### src/rtl/dds_wave_gen.sv
// rtl/dds_wave_gen.sv - DDS phase accumulator feeding a saw/triangle/square waveform stage
// Optional amplitude scaling stage (extra cycle, amp_i port) when DDS_WAVE_AMP_SCALE_EN is defined.
module dds_wave_gen #(
  parameter int ACC_W = 24,
  parameter int OUT_W = 8
) (
  input  logic             clk_i,
  input  logic             rst_i,
  input  logic             en_i,
  input  logic             sync_i,
  input  logic [ACC_W-1:0] tuning_word_i,
  input  logic [1:0]       mode_i,
  input  logic [OUT_W-1:0] duty_i,
`ifdef DDS_WAVE_AMP_SCALE_EN
  input  logic [OUT_W-1:0] amp_i,
`endif
  output logic [OUT_W-1:0] wave_o,
  output logic             valid_o,
  output logic             wrap_o
);

  localparam logic [1:0] MODE_SAW_UP   = 2'b00;
  localparam logic [1:0] MODE_SAW_DOWN = 2'b01;
  localparam logic [1:0] MODE_TRIANGLE = 2'b10;

  logic [ACC_W-1:0] r_acc;
  logic             r_carry;
  logic             r_va;
  logic [ACC_W:0]   w_sum;

  assign w_sum = {1'b0, r_acc} + {1'b0, tuning_word_i};

  // Stage A: sync restarts the phase and wins over enable
  always_ff @(posedge clk_i) begin
    if (rst_i) begin
      r_acc   <= '0;
      r_carry <= 1'b0;
      r_va    <= 1'b0;
    end else if (sync_i) begin
      r_acc   <= '0;
      r_carry <= 1'b0;
      r_va    <= en_i;
    end else if (en_i) begin
      {r_carry, r_acc} <= w_sum;
      r_va             <= 1'b1;
    end else begin
      r_va <= 1'b0;
    end
  end

  logic [OUT_W-1:0] w_p;
  logic [OUT_W-1:0] w_tri;
  logic [OUT_W-1:0] w_wave;

  assign w_p   = r_acc[ACC_W-1 -: OUT_W];
  assign w_tri = {w_p[OUT_W-2:0], 1'b0};

  always_comb begin
    w_wave = w_p;
    case (mode_i)
      MODE_SAW_UP:   w_wave = w_p;
      MODE_SAW_DOWN: w_wave = ~w_p;
      MODE_TRIANGLE: w_wave = w_p[OUT_W-1] ? ~w_tri : w_tri;
      default:       w_wave = (w_p < duty_i) ? '1 : '0;
    endcase
  end

  logic [OUT_W-1:0] r_wave;
  logic             r_valid;
  logic             r_wrap;

`ifdef DDS_WAVE_AMP_SCALE_EN
  logic [OUT_W-1:0]   r_f;
  logic               r_vb;
  logic               r_wb;
  logic [2*OUT_W-1:0] w_prod;

  assign w_prod = r_f * amp_i;

  always_ff @(posedge clk_i) begin
    if (rst_i) begin
      r_f  <= '0;
      r_vb <= 1'b0;
      r_wb <= 1'b0;
    end else begin
      r_vb <= r_va;
      r_wb <= r_va & r_carry;
      if (r_va) r_f <= w_wave;
    end
  end

  // Stage C: unsigned scale, keep the upper half of the product
  always_ff @(posedge clk_i) begin
    if (rst_i) begin
      r_wave  <= '0;
      r_valid <= 1'b0;
      r_wrap  <= 1'b0;
    end else begin
      r_valid <= r_vb;
      r_wrap  <= r_vb & r_wb;
      if (r_vb) r_wave <= w_prod[2*OUT_W-1:OUT_W];
    end
  end
`else
  always_ff @(posedge clk_i) begin
    if (rst_i) begin
      r_wave  <= '0;
      r_valid <= 1'b0;
      r_wrap  <= 1'b0;
    end else begin
      r_valid <= r_va;
      r_wrap  <= r_va & r_carry;
      if (r_va) r_wave <= w_wave;
    end
  end
`endif

  assign wave_o  = r_wave;
  assign valid_o = r_valid;
  assign wrap_o  = r_wrap;

endmodule

### config.mk
export PLATFORM = sky130hd
export DESIGN_NAME = dds_wave_gen
export DESIGN_NICKNAME = d
export VERILOG_FILES = /design/src/rtl/dds_wave_gen.sv
export SDC_FILE = /design/constraint.sdc
export NUM_CORES = 1
export LEC_CHECK = 0
export CAP_MARGIN = 20
export CORE_AREA = 3 3 84 166
export DETAILED_ROUTE_END_ITERATION = 10
export DIE_AREA = 0 0 87 169
export GPL_TIMING_DRIVEN = 0
export PLACE_DENSITY = 0.55
export SYNTH_ARGS = -nofsm -noshare
export SYNTH_HDL_FRONTEND = slang
export SYNTH_SLANG_ARGS = --single-unit
### constraint.sdc
create_clock -name clk_i -period 2.95 [get_ports clk_i]
set_input_delay 0.59 -clock clk_i [delete_from_list [all_inputs] [get_ports clk_i]]
set_output_delay 0.59 -clock clk_i [all_outputs]
set_load 0.05 [all_outputs]
[After elaboration in Yosys (flattened, before gate mapping)]
Index checks and enable logic that the tools add are counted.
Storage, ports and cells
  logic and storage cells: 20
  input bits: 38
  bits in registers: 36
  output and inout bits: 10
Operators by class
  reduce and logical (&&, ||, !) cells: 2
  order comparisons: 1
  add/sub/neg operators: 1
  eq/ne operators: 2
  bitwise operators: 3
  multiplexer cells: 5
Operators by type and width (number)
  $add A24 B24 Y25: 1
  $pmux W8 S3: 1
  $mux W8: 2
  $not A8 Y8: 2
  $lt A8 B8 Y1: 1
  $eq A2 B1 Y1 const B: 1
  $eq A2 B2 Y1 const B: 1
  $logic_not A2 Y1: 1
  $mux W1: 2
  $reduce_or A2 Y1: 1
  $and A1 B1 Y1: 1

[Logic depth before layout (Yosys ltp)]
Gate-level depths: netlist of run 1.
  depth in word-level cells: 3
  mapped depth: 9
  mapped depth without buffers: 8

[Least setup slack after synthesis of run 1]
Ideal clock, no wire load.
  path kind: in2reg
  start point: input tuning_word_i[0]
  end point: register r_acc[18]
  arrival time: 2434 ps
  slack: 389 ps
  required time: 2823 ps
  cell stages on the path: 8
  setup time: 127 ps
  path buffers: 0
  path through: ha_1 > fa_1 > a211oi_2 > o21ai_1 > a21oi_2 > o31ai_4 > nor4b_1 > or3_1
Between the ends
  cells in the longest elaborated chain, start to end: 1
Ends and longest elaborated chain
  start, declared: RTL line 11  | input logic [ACC_W-1:0] tuning_word_i,
  $add A24 B24 Y25: RTL line 31  | assign w_sum = {1'b0, r_acc} + {1'b0, tuning_word_i};
  end signal, assigned: RTL line 44  | {r_carry, r_acc} <= w_sum;
  end, declared: RTL line 26  | logic [ACC_W-1:0] r_acc;
No other way between the ends.
A chain may end at the register's enable or synchronous reset.

[Worst setup path after layout of run 1]
Ends and elaborated chain as after synthesis.

==> results of run 1 <==
## sequential cells by signal, summed over array words and instances (netlist names)
signal and flops:
r_carry 1, wrap_o 1, r_acc 24, wave_o 8
r_va 1, valid_o 1
## layout make-up
cell class / count / area share
Clock buffer: 6 / 0.03198
Tap cell: 152 / 0.04719
Multi-Input combinational cell: 339 / 0.5834
Buffer: 26 / 0.02515
Clock inverter: 2 / 0.008693
Sequential cell: 36 / 0.1788
Inverter: 12 / 0.01118
Timing Repair Buffer: 46 / 0.1136
## layer usage
metal | track usage | up-vias
met1 | 0.1209 | 1539
li1 | - | 1663
met5 | 0 | -
met2 | 0.2903 | 103
met4 | 0.09634 | 0
met3 | 0.02046 | 42
## power by group through the flow
stage	combinational (uW)	clock, uW	sequential [uW]
after floorplan	290	0	570
after global placement	467	0	547
after detailed placement	471	0	548
after CTS	475	649	537
after global routing	532	659	539
final	479	630	536
## cells in the mapped netlist (3+ instances only)
library cell,count
nand3_1,21
ha_1,31
mux2i_1,8
nand2_1,29
a211oi_1,12
and2_1,4
a21o_1,11
buf_2,3
nor3_1,10
o21a_1,3
nor2_1,40
a21oi_2,4
a21boi_0,7
xnor2_1,13
nand3b_1,3
dfxtp_1,36
nand4_1,12
inv_1,12
a31oi_1,3
a311oi_1,7
o211ai_1,9
a211o_1,3
or3_1,11
nor2b_1,3
clkbuf_1,23
a21oi_1,28
o21ai_1,3
nand4b_1,3
o21ai_0,19
o21bai_1,8
## metrics by stage
stage | hold WS, ps | util | worst slack [ps] | TNS, ps | std cells
after global placement | 456.9 | 0.2967 | -320.5 | -1273 | 610
after CTS | 469.8 | 0.3099 | 37.11 | 0 | 619
after global routing | 480.1 | 0.3120 | 51.00 | 0 | 619
after detailed placement | 459.4 | 0.2967 | -332.1 | -1386 | 610
final | 467.3 | 0.3120 | 172.0 | 0 | 619
after floorplan | 430.4 | - | 388.9 | 0 | 413
## worst register-to-register path: stages, from the launching register on
cell and delay, ps:
dfxtp_1 490, ha_1 290, clkbuf_1 210, a21oi_2 270
o211ai_1 140, o22ai_1 230, nand2_1 80, or4_1 400
a31oi_1 250
## worst max-delay path by stage
stage                                   endpoint             start  cells after the start
after global routing        r_carry$_SDFFE_PP0P_  tuning_word_i[8]                      9
after detailed placement  r_acc[18]$_SDFFE_PP0P_  tuning_word_i[0]                      9
after CTS                 r_acc[18]$_SDFFE_PP0P_  tuning_word_i[0]                      9
final                     r_acc[18]$_SDFFE_PP0P_  tuning_word_i[0]                      9
after global placement    r_acc[18]$_SDFFE_PP0P_  tuning_word_i[0]                      9
after floorplan           r_acc[18]$_SDFFE_PP0P_  tuning_word_i[0]                      8
## cells by family (layout without fill, tap and decap cells)
logic type	count (synthesis)	after routing	share of synthesized area
adder cells (fa/ha/maj)	32	32	0.1278
AO/OA/AOI/OAI	135	135	0.2975
XOR/XNOR	15	15	0.04116
flip-flops	36	36	0.2258
buffers and inverters	38	92	0.04586
multiplexers	8	8	0.02509
AND/OR/NAND/NOR	149	149	0.2368
## what timing repair did
item | 4_1_cts | 5_1_grt
buffers inserted | 1 | 0
pin swaps | 1 | 2
setup endpoints to repair | 1 | 5
resized for setup | 0 | 5
==> reports/results.ini, run 1 <==
[cts]
holdBufCountCts=0
clkLatencyLatePin_ps=290
path_clk_slew_ps=60
cts_tree=yes
h-tree-depth=2
cts-buffers-inserted=5
clock-sinks=36
root_buffer=clkbuf_16
ctsLongestPathBuffers=2

[power]
p_switching_uw=537.3
internal-power_uw=1108
irDropWorstVdd_mv=0.2135
power.share.clock=0.383
power_frac_seq=0.326
p_total_uw=1645
netSwitchingFraction=0.3266
p_per_area_nw_per_um2=408.2
combPwrFrac=0.291
leakage_uw=0.001591

[sta]
final-setup-viol-count=0
max_freq_mhz=360.0
fin_skew_ps=6.854
rsz0062_at_grt=false
maxSlewViolCount=0
period_share=0.9417
fin_crit_ps=2778
hold_viol_final=0
relSlewSlack=0.4806
worst_slew_pin_slew_ps=771.0

[logic_synthesis]
syn_inst=413
ys_top_cells_by_area=dfxtp_1, ha_1, nor2_1
ys.flop_type=dfxtp_1
ys_seq_elements=36
synth_top_area_share=0.2258
async_flop_share=0
syn_nets=483
synth_largest_area_cell=dfxtp_1
syn_area_um2=3192
ys_types=55
ys_seq_area_frac=0.2258
synth_enable_flop_cells=0
yosysWarnings=0
syn_avg_cell_area_um2=7.728

[floorplan]
core-area_um2=12920
rows=59
start_util=0.2471
io_pins=48
die_h_um=169
die-area_um2=14700
fp.dieW_um=87

[setup_path]
cp_data_arrival_time_ps=2950
reg2reg_depth=8
worstPathCellList=clkdlybuf4s50_1, ha_1, fa_2, a211oi_4, o21ai_2, a21oi_2, o31ai_4, nor4b_1, or3_1
crit_fanout=4
worst-setup-path-type=input pin to flop
path_buf_inv=1
crit_path_end_kind=flop
r2r-start=r_acc[20]$_SDFFE_PP0P_
rrSetupSlack_ps=500
slowest_delay_ps=410
startpoint_type=input pin
cp_top_family=compound AO/OA/AOI/OAI gates
r2r-end=r_acc[23]$_SDFFE_PP0P_
cp_slowest_cell=clkdlybuf4s50_1
worstPathRequired_ps=3120

[cells_and_area]
final_common_cell=clkdlybuf4s50_1
syn2layout_area_growth_pct=26.26
final_cell_mix=clkdlybuf4s50_1, nor2_1, dfxtp_1
antenna_cells=0
nets=536
seqCellArea_um2=720.7
multiInputGateArea_um2=2351
drive_gt1_frac=0.05996
fillerInstances=1386
final_cell_area_um2=4030

[global_route]
grt_overflow=0
grt_max_degree=12
antenna_found_initial=0
grt_usage=0.1441
grt_pass1_vias=3342
grt_pass1_wl_mm=16.37

[routing]
drt_wl_total_mm=10.45
m1WireLength_mm=3.350
highest_layer=met4
viasPerCell=5.407
detail-route-antenna-nets=0
wl_met3_um=384
drtPass1Iterations=4
route.met2.wl_mm=5.981
post-route-drc-count=0
first_iter_violations=97
vias=3347
avgRoutedWirePerCell_um=16.87

[worst_hold_path]
holdCritPathClass=flop to flop
min_path_cells=2
holdPathEnd=r_acc[11]$_SDFFE_PP0P_
min_from=r_acc[11]$_SDFFE_PP0P_

[flow_run]
cap_violations=0

[placed_design]
placed_cell_area_um2=3832
gpl.final_weighted_congestion=0.9077
io_buffers=45
dpl.hpwl_mm=8.470

[outcome]
status=completed

Power figures use the tool's default switching activity.
==> run 2: changes to the inputs <==
CORE_AREA = 3 3 117 119   (was 3 3 84 166)
DIE_AREA = 0 0 120 122   (was 0 0 87 169)
PLACE_DENSITY = default   (was 0.55)
==> reports/results.ini, run 2 (synthesis results as in run 1) <==
[placed_design]
placed_cell_area_um2=3857  ; +0.65%
placed_cells=630  ; +3.3%
dpl.hpwl_mm=7.225  ; -15%
gpl.final_weighted_congestion=0.8788  ; -3.2%
io_buffers=45  ; unchanged

[routing]
viasPerCell=5.103  ; -5.6%
detail-route-antenna-nets=0  ; unchanged
first_iter_violations=305  ; +210%
drtPass1Iterations=5  ; +1
post-route-drc-count=0  ; unchanged
drt_wl_total_mm=9.360  ; -10%
vias=3261  ; -2.6%
avgRoutedWirePerCell_um=14.65  ; -13%

[cts]
ctsLongestPathBuffers=2  ; unchanged
clkLatencyLatePin_ps=290  ; about the same
cts-buffers-inserted=5  ; unchanged
root_buffer=clkbuf_16
h-tree-depth=2  ; unchanged
clock-sinks=36  ; unchanged
holdBufCountCts=0  ; unchanged
path_clk_slew_ps=60  ; about the same
cts_tree=yes

[power]
leakage_uw=0.001577  ; -0.89%
irDropWorstVdd_mv=0.1911  ; -10%
p_per_area_nw_per_um2=401.0  ; -1.8%
p_total_uw=1619  ; -1.6%

[flow_run]
cap_violations=0  ; unchanged

[setup_path]
crit_path_end_kind=flop
cp_slowest_cell=fa_1
path_buf_inv=1  ; unchanged
slowest_delay_ps=440  ; +30 ps
reg2reg_depth=8  ; unchanged
worstSetupPathDepth=9  ; unchanged
r2r-start=r_acc[0]$_SDFFE_PP0P_
rrSetupSlack_ps=530  ; +30 ps
startpoint_type=input pin
r2r-end=r_acc[18]$_SDFFE_PP0P_
cp_data_arrival_time_ps=3000  ; +50 ps
cp_top_family=compound AO/OA/AOI/OAI gates
crit_fanout=4  ; unchanged
worstPathRequired_ps=3110  ; about the same
worstPathCellList=clkdlybuf4s50_1, ha_1, fa_1, a211oi_2, o21ai_1, a21oi_2, o31ai_4, nor4b_1, or3_1
worst-setup-path-type=input pin to flop

[global_route]
antenna_found_initial=0  ; unchanged
grt_pass1_vias=3116  ; -6.8%
grt_overflow=0  ; unchanged
grt_max_degree=13  ; +1
grt_pass1_wl_mm=15.38  ; -6.0%
grt_usage=0.1280  ; -0.01605

[floorplan]
io_pins=48  ; unchanged
start_util=0.2519  ; +0.004831
rows=41  ; -31%
die-area_um2=14640  ; -0.43%
die_h_um=122  ; -28%
fp.dieW_um=120  ; +38%
core-area_um2=12670  ; -1.9%

[worst_hold_path]
min_from=r_acc[11]$_SDFFE_PP0P_
holdCritPathClass=flop to flop
holdPathEnd=r_acc[11]$_SDFFE_PP0P_
min_path_cells=2  ; unchanged

[cells_and_area]
final_common_cell=clkdlybuf4s50_1
syn2layout_area_growth_pct=26.46
final_cell_mix=clkdlybuf4s50_1, nor2_1, dfxtp_1
final_cells=639  ; +3.2%
final_cell_area_um2=4036  ; +0.16%
largest_register_ffs=24  ; unchanged
regMostFlops=r_acc
drive_gt1_frac=0.05782  ; -0.002141
fin_util=0.3186  ; +0.006593
antenna_cells=0  ; unchanged
nets=536  ; unchanged

[sta]
fin_skew_ps=7.602  ; +0.7480 ps
rsz0062_at_grt=false
final-setup-viol-count=0  ; unchanged
maxSlewViolCount=0  ; unchanged
worst_slew_pin_slew_ps=700.6  ; -70.44 ps
fin_tns_setup_ps=0  ; unchanged
fin_crit_ps=2838  ; +59.51 ps
period_share=0.9619  ; +0.02017
max_freq_mhz=352.4  ; -2.1%
relSlewSlack=0.5329  ; +0.05239
hold_viol_final=0  ; unchanged

[outcome]
status=completed

run 2: cell count changes in the layout (fill, tap and decap cells not counted), sizes merged:
cell / previous run / this run
clkbuf: 29 / 28
clkinvlp: 0 / 1
run 2: tightest hold or removal path, cell delays in order, from the launching register on:
cell,delay (ps)
dfxtp_1,310
nand2_1,60
a21oi_1,50
run 2: final cells by class:
| type | count | area [um^2] |
|---|---|---|
| Fill cell | 1352 | 8635 |
| Multi-Input combinational cell | 339 | 2328 |
| Sequential cell | 36 | 720.7 |
| Timing Repair Buffer | 46 | 457.9 |
| Tap cell | 172 | 215.2 |
| Clock buffer | 5 | 125.1 |
| Buffer | 26 | 101.3 |
| Inverter | 12 | 45.04 |
| Clock inverter | 3 | 42.54 |
run 2: per-layer routing:
layer	wire [um]	global-route usage	up-vias
met3	663	0.02739	17
met2	4265	0.2115	96
met4	176	0.04724	0
li1	-	-	1660
met5	0	0	-
met1	4255	0.1644	1488
run 2: how the worst max path moves through the flow:
stage | from | to
2_1_floorplan | tuning_word_i[0] | r_acc[18]$_SDFFE_PP0P_
3_3_place_gp | tuning_word_i[0] | r_acc[18]$_SDFFE_PP0P_
3_5_place_dp | tuning_word_i[0] | r_acc[18]$_SDFFE_PP0P_
4_1_cts | tuning_word_i[0] | r_acc[18]$_SDFFE_PP0P_
5_1_grt | tuning_word_i[0] | r_acc[18]$_SDFFE_PP0P_
6_report | tuning_word_i[0] | r_acc[18]$_SDFFE_PP0P_
run 2: power by group:
part	switching (uW)	internal (uW)	total (uW)
logic	273	194	467
registers	21.8	513	535
clock network	220	397	617
total	514	1100	1620
run 2: through the flow:
stage / hold slack [ps] / setup slack (ps)
2_1_floorplan: 430.4 / 388.9
3_3_place_gp: 453.3 / -271.8
3_5_place_dp: 453.4 / -266.1
4_1_cts: 475.8 / 19.31
5_1_grt: 498.7 / 15.94
6_report: 471.3 / 112.5
run 2: repair_timing:
action,4_1_cts,5_1_grt
gates resized for setup,0,1
setup endpoints to repair,0,2
setup buffers,0,1
